### src/rtl/mux_arb8.sv
// Eight-way round-robin arbiter driving the select of a shared 8:1 mux.
// One owner at a time, bounded tenure of MAX_HOLD cycles, registered outputs.
module mux_arb8 #(
    parameter int MAX_HOLD = 4
) (
    input  logic       clk,
    input  logic       rst_n,
    input  logic [7:0] req,
    output logic [7:0] gnt,
    output logic [2:0] s,
    output logic       valid,
    output logic [3:0] hold_cnt
);

    typedef enum logic {
        IDLE = 1'b0,
        BUSY = 1'b1
    } state_t;

    localparam logic [3:0] MAX_HOLD_C = 4'(MAX_HOLD);

    state_t     state;
    logic [2:0] ptr;
    logic [2:0] s_inc;
    logic [7:0] req_others;
    logic [3:0] pick_idle;
    logic [3:0] pick_next;
    logic       owner_req;
    logic       tenure_left;

    // Returns {found, index} of the first set bit of r searching p, p+1, ... p+7 (mod 8).
    function automatic logic [3:0] rr_pick(input logic [7:0] r, input logic [2:0] p);
        logic [3:0] res;
        logic [2:0] idx;
        res = 4'b0000;
        for (int k = 7; k >= 0; k--) begin
            idx = p + 3'(k);
            if (r[idx]) begin
                res = {1'b1, idx};
            end
        end
        return res;
    endfunction

    function automatic logic [7:0] onehot(input logic [2:0] idx);
        return 8'h01 << idx;
    endfunction

    assign s_inc       = s + 3'd1;
    assign req_others  = req & ~onehot(s);
    assign pick_idle   = rr_pick(req, ptr);
    assign pick_next   = rr_pick(req_others, s_inc);
    assign owner_req   = req[s];
    assign tenure_left = (hold_cnt < MAX_HOLD_C);

    always_ff @(posedge clk or negedge rst_n) begin
        if (!rst_n) begin
            state    <= IDLE;
            gnt      <= 8'h00;
            s        <= 3'd0;
            valid    <= 1'b0;
            hold_cnt <= 4'd0;
            ptr      <= 3'd0;
        end else begin
            case (state)
                IDLE: begin
                    if (pick_idle[3]) begin
                        state    <= BUSY;
                        gnt      <= onehot(pick_idle[2:0]);
                        s        <= pick_idle[2:0];
                        valid    <= 1'b1;
                        hold_cnt <= 4'd1;
                    end else begin
                        gnt      <= 8'h00;
                        valid    <= 1'b0;
                        hold_cnt <= 4'd0;
                    end
                end
                BUSY: begin
                    if (owner_req && tenure_left) begin
                        hold_cnt <= hold_cnt + 4'd1;
                    end else begin
                        // Release or expiry: rotate priority past the owner, hand off without a bubble.
                        ptr <= s_inc;
                        if (pick_next[3]) begin
                            gnt      <= onehot(pick_next[2:0]);
                            s        <= pick_next[2:0];
                            hold_cnt <= 4'd1;
                        end else if (owner_req) begin
                            hold_cnt <= 4'd1;
                        end else begin
                            state    <= IDLE;
                            gnt      <= 8'h00;
                            valid    <= 1'b0;
                            hold_cnt <= 4'd0;
                        end
                    end
                end
                default: begin
                    state    <= IDLE;
                    gnt      <= 8'h00;
                    valid    <= 1'b0;
                    hold_cnt <= 4'd0;
                end
            endcase
        end
    end

endmodule

### config.mk
export PLATFORM = sky130hd
export DESIGN_NAME = mux_arb8
export DESIGN_NICKNAME = d
export VERILOG_FILES = /design/src/rtl/mux_arb8.sv
export SDC_FILE = /design/constraint.sdc
export NUM_CORES = 1
export LEC_CHECK = 0
export BUFFER_PORTS_ARGS = -buffer_cell sky130_fd_sc_hd__buf_4
export CAP_MARGIN = 30
export CORE_ASPECT_RATIO = 1.5
export CORE_MARGIN = 2
export CORE_UTILIZATION = 29
export CTS_BUF_LIST = sky130_fd_sc_hd__clkbuf_2 sky130_fd_sc_hd__clkbuf_4 sky130_fd_sc_hd__clkbuf_8
export DETAILED_ROUTE_END_ITERATION = 8
export PLACE_DENSITY = 0.44
export SKIP_LAST_GASP = 1
export SLEW_MARGIN = 15
export SYNTH_ARGS = -nofsm -noshare
export SYNTH_HDL_FRONTEND = slang
export SYNTH_SLANG_ARGS = --single-unit
### constraint.sdc
create_clock -name clk -period 10.7 [get_ports clk]
set_clock_uncertainty 0.15 [all_clocks]
set_input_delay 0 -clock clk [delete_from_list [all_inputs] [get_ports clk]]
set_output_delay 0 -clock clk [all_outputs]
set_load 0.02 [all_outputs]
==> metrics.txt <==
slew margin rel.=43.1%; CP max FO=43; Final Cell Area=about 3200 µm²; TNS Setup=0 ns; first-pass GRT wire length=14.3 mm; DPL Wire Length=7.15 mm; sequential area share after synthesis=about 17%; EDFF count, synth=0; placed cell areas=slightly above 3000 µm²; Ports=26; async set or reset register ratio after synthesis=100%; largest area contributor in the synthesized netlist=dfrtp_1; dominant cells by area after synthesis=dfrtp_1 17%, mux4_2 9.4%, mux2i_1 5.9%; Ys Warns=0; Die ar.=10800 µm²; Max Slew Vio Count=0; Setup Fix Bufs, Post-CTS=0; Layout area overhead=11.2%; Setup Crit Path Kind=reg -> reg; share of cells above drive strength 1=19.5%; RR Endpoint=gnt[7]; Main synth FF type=dfrtp_1; CTS tree=yes; Mean Syn Cell Area=8.63 µm²; Total GRT Usage=16.5%; Post-synth top cells=29 x nor2_1, 20 x dfrtp_1, 20 x nand2_1, 20 x o21ai_0, 18 x inv_1; GRT overflow=0; Reg2Reg Depth=12; via count=2756; run status=finished clean; Tcrit/Tclk final=between 40% and 50%; maxcap violations=0; hold_ws=0.00627 ns; # resized after CTS=0; endpoint class of the critical path=register; initial DRC count=121; diode count=0; root buffer cell=clkbuf_8; Clock Tree Buf Depth=2; Final nets=370; Vias/cell=5.95; Worst-path clk slew=0.08 ns; chip width=85.4 µm; RSZ-0062 raised after global routing=false; count leader, synth=nor2_1; reg2reg start=s[0]; Core Rows=between 40 and 50; 1st-pass router iterations=4; Core ar.=between 9000 and 10000 µm²; Routed Antenna Nets=0; routed wire length=9.12 mm; Max Fclk=217 MHz; Die H=126 µm; largest net degree at the start of global routing=44; Syn Nets=355; Yosys reg bits=20; initial antenna violation count=0; gp weighted congestion=0.871; WP data required=10.70 ns; initial core utilization=29.7%; I/O Buffers=25; vias in the first global route=2728; H-tree lvl count=1; Yosys cell types=73; Syn Inst Count=334; Tmin final=4.62 ns; Skew-Pair Late Insertion Delay=0.26 ns; worst-margin pin slew=0.843 ns; Worst EP arrival=4.62 ns; cts bufs inserted=3; DR WL/cell=between 15 and 20 µm; Cell Area, Synth=2880 µm²; CTS Sinks=20; crit start category=register; path type of the worst min-delay path=in -> async; final setup vio count=0; top cell type's share of synthesized area=17.4%; reg-to-reg slack, setup=6.08 ns; DRC=0; Hold Fails Final Rpt=0
worst max path at each step:
stage | slack [ns] | depth (start not counted) | startpoint | to
after floorplan | 6.89 | 16 | s[0] | gnt[7]
after global placement | 6.04 | 11 | s[0] | gnt[3]
after detailed placement | 5.93 | 11 | s[0] | gnt[3]
after CTS | 5.92 | 11 | s[0] | gnt[3]
after global routing | 5.72 | 12 | s[0] | gnt[7]
final | 6.08 | 12 | s[0] | gnt[7]
registers in the layout (all words and copies together) (netlist names):
| name | count |
|---|---|
| ptr | 3 |
| s | 3 |
| state | 1 |
| valid | 1 |
| gnt | 8 |
| hold_cnt | 4 |
layout make-up:
cell class	count	area, µm²
fill	1034	6480
multi-input combinational	278	2210
sequential	20	500
timing repair buffer	28	210
tap	115	144
inverter	18	67.6
clock buffer	3	41.3
clock inverter	1	30.0
worst max-delay path, cell delays in order, from the launching register on:
cell       delay, ns
dfrtp_1         0.33
buf_4           0.42
inv_1           0.26
ha_1            0.85
nor2b_2         0.14
or2_0           0.39
mux4_2          0.48
o2111ai_1       0.21
a21oi_1         0.49
buf_2           0.28
nand3b_1        0.14
nor2_1          0.06
a221o_1         0.30
per-stage QoR:
stage	setup WS, ns	util (%)	cells
2_1_floorplan	6.89	-	334
4_1_cts	5.92	33.0	462
5_1_grt	5.72	33.1	463
6_report	6.08	33.1	463
3_3_place_gp	6.04	32.2	457
3_5_place_dp	5.93	32.2	457
cells by family (layout without fill, tap and decap cells):
group           after synthesis  count (layout)  share of synthesized area, %
compound gates              116             116                          29.4
xor+xnor                      8               8                          2.69
fa+ha+maj                    11              11                          4.78
buf+inv                      36              50                          5.91
flops                        20              20                          17.4
mux                          39              39                          20.9
other cells                   1               1                         0.130
simple gates                103             103                          18.8
routing by layer:
metal / vias to the layer above / global-route usage [%] / wire length (µm)
met5: - / 0 / 0
met4: 0 / 5.51 / 270
met3: 17 / 0.786 / 223
met2: 79 / 31.9 / 5040
met1: 1343 / 18.8 / 3590
li1: 1317 / - / -
placed cells by master, fill, tap and decap left out, drive strengths merged, types with 7 or more instances in the layout:
cell type / Yosys / routed
a21oi: 14 / 14
buf: 11 / 27
mux2i: 17 / 17
and2: 7 / 7
nand3: 7 / 7
ha: 11 / 11
o211ai: 7 / 7
o21ai: 27 / 27
mux4: 15 / 15
nand2: 20 / 20
inv: 18 / 18
mux2: 7 / 7
dfrtp: 20 / 20
nor2: 29 / 29
a22oi: 7 / 7
timing repair:
| item | 4_1_cts | 5_1_grt |
|---|---|---|
| endpoints found under the hold margin | 20 | 0 |
| endpoints found under the setup margin | 0 | 0 |
| hold buffers | 1 | 0 |
Power is left out: the tool's default activity adds up to more than one toggle a clock period on the data nets, which glitch-free logic cannot reach.
